==> src/rtl/ie_ice_pkg.sv <==
// Shared definitions for the ICE ID/version reader blocks:
// FSM state encoding and the ID/version word width.
package ie_ice_pkg;

  localparam int unsigned IDVER_W = 32;

  typedef enum logic [1:0] {
    ST_IDLE   = 2'd0,
    ST_SAMPLE = 2'd1,
    ST_SHIFT  = 2'd2,
    ST_DONE   = 2'd3
  } idver_state_t;

endpackage

==> src/rtl/ie_sync2.sv <==
// Two-flop synchronizer for a multi-bit level bus. Individual bits may
// resolve on different cycles; the reader's stability check tolerates that.
module ie_sync2 #(
  parameter int unsigned WIDTH = 32
) (
  input  logic             clk,
  input  logic             rst,
  input  logic [WIDTH-1:0] d,
  output logic [WIDTH-1:0] q
);

  logic [WIDTH-1:0] meta;

  // Two back-to-back capture stages, cleared by synchronous reset
  always_ff @(posedge clk) begin
    if (rst) begin
      meta <= '0;
      q    <= '0;
    end else begin
      meta <= d;
      q    <= meta;
    end
  end

endmodule

==> src/rtl/ie_idver_reader.sv <==
// ID/version reader: on a host request, samples the (asynchronous) FPGA
// ID/version pins until they have been stable for STABLE_CYC samples,
// latches the word, optionally shifts it out serially, then acknowledges.
// Optional feature macro: IE_IDVER_SERIAL_EN (serial SHIFT phase on SDO/SVALID).
module ie_idver_reader
  import ie_ice_pkg::*;
#(
  parameter int unsigned STABLE_CYC  = 4,
  parameter int unsigned TIMEOUT_CYC = 64,
  parameter logic [15:0] EXPECT_ID   = 16'h9999
) (
  input  logic               CLK,
  input  logic               RST,
  input  logic [IDVER_W-1:0] IDVER_IN,
  input  logic               RDREQ,
  output logic               BUSY,
  output logic               RDACK,
  output logic [IDVER_W-1:0] IDVER_OUT,
  output logic               IDMATCH,
  output logic               IDERR,
  output logic               SDO,
  output logic               SVALID
);

  localparam logic [3:0] STABLE_L  = 4'(STABLE_CYC);
  localparam logic [7:0] TIMEOUT_L = 8'(TIMEOUT_CYC);

  idver_state_t       state;
  idver_state_t       state_nxt;
  logic [IDVER_W-1:0] sync_word;
  logic [IDVER_W-1:0] prev_word;
  logic [3:0]         stab_cnt;
  logic [3:0]         stab_nxt;
  logic [7:0]         tmr;
  logic               accept;
  logic               timeout;

  ie_sync2 #(
    .WIDTH (IDVER_W)
  ) u_sync (
    .clk (CLK),
    .rst (RST),
    .d   (IDVER_IN),
    .q   (sync_word)
  );

  // State register
  always_ff @(posedge CLK) begin
    if (RST) state <= ST_IDLE;
    else     state <= state_nxt;
  end

`ifdef IE_IDVER_SERIAL_EN
  logic [4:0] bit_cnt;
`endif

  // Next-state logic, stability count and accept/timeout decisions
  always_comb begin
    state_nxt = state;
    stab_nxt  = 4'd1;
    accept    = 1'b0;
    timeout   = 1'b0;
    case (state)
      ST_IDLE: begin
        if (RDREQ) state_nxt = ST_SAMPLE;
      end
      ST_SAMPLE: begin
        // First SAMPLE cycle always starts a fresh run of one sample
        if (tmr != '0 && sync_word == prev_word) stab_nxt = stab_cnt + 4'd1;
        if (stab_nxt == STABLE_L) begin
          accept = 1'b1;
`ifdef IE_IDVER_SERIAL_EN
          state_nxt = ST_SHIFT;
`else
          state_nxt = ST_DONE;
`endif
        end else if (tmr == TIMEOUT_L - 8'd1) begin
          timeout   = 1'b1;
          state_nxt = ST_DONE;
        end
      end
      ST_SHIFT: begin
`ifdef IE_IDVER_SERIAL_EN
        if (bit_cnt == 5'd31) state_nxt = ST_DONE;
`else
        state_nxt = ST_DONE;
`endif
      end
      ST_DONE: begin
        state_nxt = ST_IDLE;
      end
      default: begin
        state_nxt = ST_IDLE;
      end
    endcase
  end

  // Sample history, SAMPLE counters and result registers
  always_ff @(posedge CLK) begin
    if (RST) begin
      prev_word <= '0;
      stab_cnt  <= '0;
      tmr       <= '0;
      IDVER_OUT <= '0;
      IDMATCH   <= 1'b0;
      IDERR     <= 1'b0;
    end else begin
      prev_word <= sync_word;
      if (state == ST_SAMPLE) begin
        stab_cnt <= stab_nxt;
        tmr      <= tmr + 8'd1;
      end else begin
        stab_cnt <= '0;
        tmr      <= '0;
      end
      if (accept) begin
        IDVER_OUT <= sync_word;
        IDMATCH   <= (sync_word[31:16] == EXPECT_ID);
        IDERR     <= 1'b0;
      end else if (timeout) begin
        IDERR <= 1'b1;
      end
    end
  end

`ifdef IE_IDVER_SERIAL_EN
  // Serial bit index; wraps 31 -> 0 naturally on the last SHIFT cycle
  always_ff @(posedge CLK) begin
    if (RST)                    bit_cnt <= '0;
    else if (state == ST_SHIFT) bit_cnt <= bit_cnt + 5'd1;
  end

  assign SVALID = (state == ST_SHIFT);
  assign SDO    = SVALID & IDVER_OUT[5'd31 - bit_cnt];
`else
  assign SVALID = 1'b0;
  assign SDO    = 1'b0;
`endif

  assign BUSY  = (state != ST_IDLE);
  assign RDACK = (state == ST_DONE);

endmodule

==> config.mk <==
export PLATFORM = sky130hd
export DESIGN_NAME = ie_idver_reader
export DESIGN_NICKNAME = d
export VERILOG_FILES = /design/src/rtl/ie_ice_pkg.sv /design/src/rtl/ie_sync2.sv /design/src/rtl/ie_idver_reader.sv
export SDC_FILE = /design/constraint.sdc
export NUM_CORES = 1
export LEC_CHECK = 0
export CAP_MARGIN = 25
export CORE_UTILIZATION = 48
export CTS_CLUSTER_DIAMETER = 30
export DETAILED_ROUTE_END_ITERATION = 6
export PLACE_DENSITY = 0.73
export SETUP_SLACK_MARGIN = 0.15
export SYNTH_ARGS = -nofsm -noshare
export SYNTH_HDL_FRONTEND = slang
export SYNTH_SLANG_ARGS = --single-unit
==> constraint.sdc <==
create_clock -name CLK -period 2.27 [get_ports CLK]
set_input_delay 0.454 -clock CLK [delete_from_list [all_inputs] [get_ports CLK]]
set_output_delay 0.454 -clock CLK [all_outputs]
set_load 0.005 [all_outputs]
==> impl_results.md, run 1 <==
- Final hold violation count: 0
- Max FO, Critical Path: 4
- Maximum frequency from static timing analysis: 0.436 GHz
- Synthesized instance count: 448
- Initial core utilization: 50.1%
- Crit path setup slack, layout: -0.0247 ns
- Power density over the cells: 868 nW/um^2
- Yosys cell types: 34
- Part of the power in the clock network: 45.6%
- Final core utilization: approximately 67%
- Starting DRT DRC Count: 105
- Row count: 36
- Leakage power: 2.71 nW
- Count of buffering cells on the critical path with inverters included: 3
- Finished Cell Area: 6650 sq um
- EDFF count, synth: 0
- WHS: 0.347 ns
- Number of buffers created by CTS: 17
- Vias after detailed routing: 3231
- Result of the run: finished with violations
- Clk Tree Root Cell: sky130_fd_sc_hd__clkbuf_8
- Setup repair after global routing missed its margin: yes
- Number of I/O port buffers: 70
- Placed cell area: roughly 5800 sq um
- Fill count: 737
- Clock sink count: 144
- Clock insertion delay at the later pin of the skew report: roughly 0.52 ns
- Proportion of layout cells with a drive suffix above 1: 14.1%
- Detailed-placement wirelength estimate: between 5000 and 6000 um
- # diodes: 0
- Residual antenna-violating net count after detailed routing: 0
- TritonCTS clock tree: done
- Setup TNS: -0.0905 ns
- Commonest cells in the synthesized netlist: sky130_fd_sc_hd__dfxtp_1 (144), sky130_fd_sc_hd__nor2b_1 (96), sky130_fd_sc_hd__nor2_1 (51), sky130_fd_sc_hd__xor2_1 (36), sky130_fd_sc_hd__mux2i_1 (34)
- Switching component of the power: ~1.4 mW
- Total congestion overflow: 0
- Type of destination of the critical path: register
- Horizontal die dimension: 103 um
- Maximum buffer depth of the clock tree: 2
- Via count of the first global-routing pass: 3221
- Worst endpoint required time: 2.66 ns
- Post-detailed-route wirelength per cell: 14.0 um
- DRT Pass-1 Iters: 4
- Master of the slowest instance on the critical path: sky130_fd_sc_hd__or4b_4
- Netlist Area Pre-Place: 4940 sq um
- Violations in the final reports: setup timing
- Sequential share of power: 46.5%
- Syn_area_per_cell: 11.0 sq um
- Leading area contributor after synthesis: sky130_fd_sc_hd__dfxtp_1
- Dominant synthesized flop cell: sky130_fd_sc_hd__dfxtp_1
- Final Setup Violations: 9
- Flops & latches, synth: 144
- Worst Path Class, Setup: register to register
- Number of DRC violations after detailed routing: 0
- Class of the tightest hold or removal check: primary input to register
- Synth top area cells: sky130_fd_sc_hd__dfxtp_1 (58%), sky130_fd_sc_hd__nor2b_1 (12%), sky130_fd_sc_hd__mux2i_1 (6.9%)
- Proportion of netlist area held by the largest area contributor: 58.3%
- Element type at the critical path start: register
- Htree depth: 4
- Mean number of vias per cell: 4.71
- Slew Limit Fails: 0
- Syn. warnings: 0
- Combinational cell fraction of total power: under 10%
- Ports placed on the boundary: 73
- Gpl congestion: between 0.7 and 0.8
- Sequential cell area fraction in the yosys report: 58.3%
- Final critical-path share of the clock period: 101%
- Fraction of power spent switching nets: 24.4%
- Global-route total usage across every layer: roughly a fifth
- Largest net degree at the start of global routing: 98
- Number of buffers added to fix hold violations after cts: 0
- Slowest stage delay, CP: 0.53 ns
- Setup slack at placement: -0.0912 ns
- Layout area overhead: 34.6%
- Number of antenna violations at the first check in global routing: 0
- Data arrival time of the critical path: 2.68 ns
- First-pass GRT wire length: ~15000 um
- Clock-pin slew of the registers on the worst-case setup and hold paths: 0.07 ns
- Worst-case clock skew: 0.0125 ns
- Internal power of the cells: 4.37 mW
- Core area: slightly below 10000 sq um
- Time the worst path needs with I/O delays and setup: 2.29 ns
- Height of the chip: around 100 um
- Drt total wl: 9580 um
- Area of the die: 10700 sq um
- Post-layout net count: between 500 and 600
- Max Cap Viol: 0
- Critical-path cell list: ha_4, or4b_4, o31ai_4, nand3_2, nor4_4, buf_6, buf_4, buf_16, mux2i_4, nor2_1
- Top cell family by delay on the critical path: simple AND/OR/NAND/NOR gates
- Worst IR Drop VDD: between 0.5 and 0.6 mV
- Share of synthesized registers carrying an async set or reset: 0%
- Cell with the most instances after synthesis: sky130_fd_sc_hd__dfxtp_1
## cell usage in the layout (no fill, tap or decap), types with 5 or more instances in the layout
cell type and count:
sky130_fd_sc_hd__buf_4 15, sky130_fd_sc_hd__buf_16 5, sky130_fd_sc_hd__mux2i_1 31, sky130_fd_sc_hd__inv_6 6, sky130_fd_sc_hd__ha_1 5, sky130_fd_sc_hd__dfxtp_1 138, sky130_fd_sc_hd__nor2_1 51, sky130_fd_sc_hd__clkbuf_16 16
sky130_fd_sc_hd__nand3_1 5, sky130_fd_sc_hd__xor2_1 36, sky130_fd_sc_hd__nor4_1 6, sky130_fd_sc_hd__nor2b_1 96, sky130_fd_sc_hd__clkdlybuf4s50_1 67, sky130_fd_sc_hd__inv_1 6
## metrics by stage
| stage | cells | power [mW] |
|---|---|---|
| after floorplan | 449 | 2.98 |
| after CTS | 683 | 5.80 |
| after global placement | 638 | 3.13 |
| after detailed placement | 638 | 3.14 |
| final | 686 | 5.77 |
| after global routing | 686 | 6.00 |
## worst reg2reg max path, delay by kind of cell (launching register included)
kind | cells | cell delay [ns]
AOI/OAI and AO/OA | 1 | 0.08
adders and majority gates | 1 | 0.24
buffers and inverters | 3 | 0.40
DFF | 1 | 0.36
muxes | 1 | 0.21
and+or+nand+nor | 4 | 0.88
## layout make-up
class,count,area (sq um),area share [%]
sequential,144,2900,43.5
multi-input combinational,276,1980,29.8
clock buffer,18,418,6.28
inverter,7,26.3,0.395
tap,133,166,2.50
clock inverter,14,145,2.18
timing repair buffer,94,1020,15.3
## layer usage
metal / vias up / global-route usage, % / routed length (um)
met4: 0 / 9.10 / 216
met1: 1531 / 22.1 / 4120
met2: 63 / 33.9 / 4910
met3: 18 / 5.78 / 342
met5: - / 0 / 0
li1: 1619 / - / -
## power groups by stage
stage / combinational (mW) / clock (mW) / sequential, mW
2_1_floorplan: 0.247 / 0 / 2.73
3_3_place_gp: 0.387 / 0 / 2.74
3_5_place_dp: 0.394 / 0 / 2.75
4_1_cts: 0.455 / 2.66 / 2.68
5_1_grt: 0.515 / 2.80 / 2.69
6_report: 0.457 / 2.63 / 2.68
## kinds of logic after synthesis
| family | share of synthesized area, % |
|---|---|
| mux | 7.11 |
| simple gates | 20.8 |
| compound gates | 1.29 |
| xor+xnor | 7.09 |
| fa+ha+maj | 1.77 |
| buf+inv | 3.49 |
| flops | 58.3 |
| other cells | 0.0759 |
## path summary, 6_finish.rpt
check	slack [ns]	cells past startpoint	end	startpoint
min reg2reg	0.43	1	u_sync.q[1]$_SDFF_PP0_	u_sync.meta[1]$_SDFF_PP0_
max reg2reg	-0.02	10	IDVER_OUT[17]$_SDFFE_PP0P_	stab_cnt[0]$_SDFF_PP0_
min	0.35	2	IDVER_OUT[9]$_SDFFE_PP0P_	RST
max	-0.02	10	IDVER_OUT[17]$_SDFFE_PP0P_	stab_cnt[0]$_SDFF_PP0_
## sequential cells by signal (all words and copies together) (netlist names)
signal       cells
IDVER_OUT       32
u_sync.q        32
stab_cnt         4
tmr              8
IDERR            1
state            2
IDMATCH          1
prev_word       32
u_sync.meta     32
## timing repair
| item | 4_1_cts | 5_1_grt |
|---|---|---|
| cloned | 5 | 0 |
| setup endpoints to repair | 40 | 41 |
| gates resized for setup | 21 | 8 |
| pin swaps | 3 | 7 |
| buffers inserted | 8 | 3 |
No activity file was read; power rests on OpenSTA's default activity.
==> run 2: changes to the inputs <==
- PLACE_DENSITY: 0.73 -> 0.82
==> impl_results.md, run 2 (same netlist as run 1, synthesis figures left out) <==
- Htree depth: 4
- Setup repair after global routing missed its margin: yes
- Max transition margin: 61.6%
- Violations in the final reports: setup timing
- Via count of the first global-routing pass: roughly 3300
- Clock insertion delay at the later pin of the skew report: 0.52 ns
- Max FO, Critical Path: 7
- Horizontal die dimension: 103 um
- Mean number of vias per cell: 4.83
- Worst Path Class, Setup: register to register
- Row count: 36
- Worst endpoint required time: 2.66 ns
- Data arrival time of the critical path: 2.88 ns
- WHS: roughly 0.43 ns
- Most frequent cells in the layout: sky130_fd_sc_hd__dfxtp_1 (137), sky130_fd_sc_hd__nor2b_1 (96), sky130_fd_sc_hd__clkdlybuf4s50_1 (68)
- Largest net degree at the start of global routing: ~140
- Hold path startpoint: u_sync.meta[17]$_SDFF_PP0_
- Power density over the cells: 915 nW/um^2
- Most frequent standard cell in the layout excluding fill and tap cells: sky130_fd_sc_hd__dfxtp_1
- Launch point of the worst reg-to-reg path: u_sync.q[24]$_SDFF_PP0_
- Leakage power: 2.73 nW
- Finished Cell Area: 6750 sq um
- Total congestion overflow: 0
- Worst-case clock skew: 0.00557 ns
- Starting DRT DRC Count: 172
- Clock-pin slew of the registers on the worst-case setup and hold paths: 0.06 ns
- # diodes: 0
- Number of buffers created by CTS: 17
- First-pass GRT wire length: 16000 um
- Vias after detailed routing: 3309
- Maximum frequency from static timing analysis: around 0.4 GHz
- Time the worst path needs with I/O delays and setup: 2.50 ns
- TritonCTS clock tree: done
- Maximum buffer depth of the clock tree: 2
- Final critical-path share of the clock period: 110%
- Initial core utilization: between 50% and 60%
- Type of destination of the critical path: register
- Proportion of layout cells with a drive suffix above 1: 14.9%
- Element type at the critical path start: register
- Drt total wl: 10500 um
- Transition at the pin with the smallest max-transition slack: 0.576 ns
- Final hold violation count: 0
- Clock sink count: roughly 140
- Post-layout net count: 583
- Area of the die: 10700 sq um
- Fill count: ~670
- Clk Tree Root Cell: sky130_fd_sc_hd__clkbuf_8
- Placed cell area: 5810 sq um
- Core area: 9860 sq um
- Worst IR Drop VDD: 0.514 mV
- Final core utilization: 68.4%
- Detailed-placement wirelength estimate: 5870 um
- Layout area overhead: 36.5%
- Final Setup Violations: 34
- Class of the tightest hold or removal check: register to register
- Crit. Startpoint: u_sync.q[24]$_SDFF_PP0_
- Number of antenna violations at the first check in global routing: 0
- Gpl congestion: 0.727
- Post-detailed-route wirelength per cell: 15.4 um
- DRT Pass-1 Iters: 5
- Height of the chip: 103 um
- Max Cap Viol: 0
- Ports placed on the boundary: 73
- Result of the run: finished with violations
- Number of I/O port buffers: 70
- Global-route total usage across every layer: 20.7%
- Number of DRC violations after detailed routing: 0
- Crit path setup slack, layout: -0.227 ns
- Slew Limit Fails: 0
- Residual antenna-violating net count after detailed routing: 0
==> run 2: final cells by class <==
type | instances | area (sq um) | area share [%]
clock buffers | 20 | 455 | 6.75
clock inverters | 10 | 184 | 2.73
inverters | 7 | 26.3 | 0.389
multi-input cells | 276 | 2010 | 29.8
flip-flops and latches | 144 | 2900 | 42.9
well taps | 133 | 166 | 2.47
repair buffers | 95 | 1010 | 14.9
==> run 2: worst max-delay path, stage by stage (launching register included) <==
cell and delay (ns):
sky130_fd_sc_hd__dfxtp_2 0.36, sky130_fd_sc_hd__xor2_1 0.17, sky130_fd_sc_hd__nor4_1 0.39, sky130_fd_sc_hd__nand4_1 0.32
sky130_fd_sc_hd__nor4_4 0.35, sky130_fd_sc_hd__buf_6 0.16, sky130_fd_sc_hd__buf_12 0.12, sky130_fd_sc_hd__buf_12 0.15
sky130_fd_sc_hd__mux2i_4 0.25, sky130_fd_sc_hd__nor2_2 0.06
==> run 2: routing by layer <==
| metal | global-route usage (%) | up-vias | routed length [um] |
|---|---|---|---|
| li1 | - | 1614 | - |
| met1 | 23.1 | 1551 | 4300 |
| met2 | 35.4 | 114 | 5440 |
| met3 | 6.05 | 30 | 481 |
| met4 | 11.7 | 0 | 312 |
| met5 | 0 | - | 0 |
==> run 2: stage by stage <==
step | total power [mW] | setup TNS, ns | setup slack, ns | cells
detailed placement | 3.16 | -1.80 | -0.0930 | 642
global placement | 3.13 | -0.0255 | -0.00968 | 642
finish | 6.17 | -4.72 | -0.227 | 685
global route | 6.39 | -6.15 | -0.243 | 685
floorplan | 2.98 | 0 | 0.152 | 449
CTS | 6.15 | -5.35 | -0.224 | 682
==> run 2: report_power, final <==
part | internal [mW] | switching (mW) | total, mW
logic | 0.270 | 0.240 | 0.510
clock network | 1.97 | 1.01 | 2.98
registers | 2.63 | 0.0564 | 2.69
total | 4.87 | 1.30 | 6.17
==> run 2: worst paths after layout <==
kind                                endpoint  slack (ns)  cells past startpoint
setup / recovery  IDVER_OUT[20]$_SDFFE_PP0P_       -0.23                      9
hold / removal       u_sync.q[17]$_SDFF_PP0_        0.43                      1
setup reg to reg  IDVER_OUT[20]$_SDFFE_PP0P_       -0.23                      9
hold reg to reg      u_sync.q[17]$_SDFF_PP0_        0.43                      1
==> run 2: timing repair <==
item / CTS / global route
setup endpoints to repair: 39 / 40
hold buffers: 0 / 0
resized for setup: 9 / 23
buffers inserted: 7 / 3
cloned: 3 / 0
pin swaps: 5 / 4
==> run 3: changes to the inputs <==
- GPL_ROUTABILITY_DRIVEN: default -> 0
==> results of run 3 <==
Final layout, timing and power as in run 2 (identical DEF).
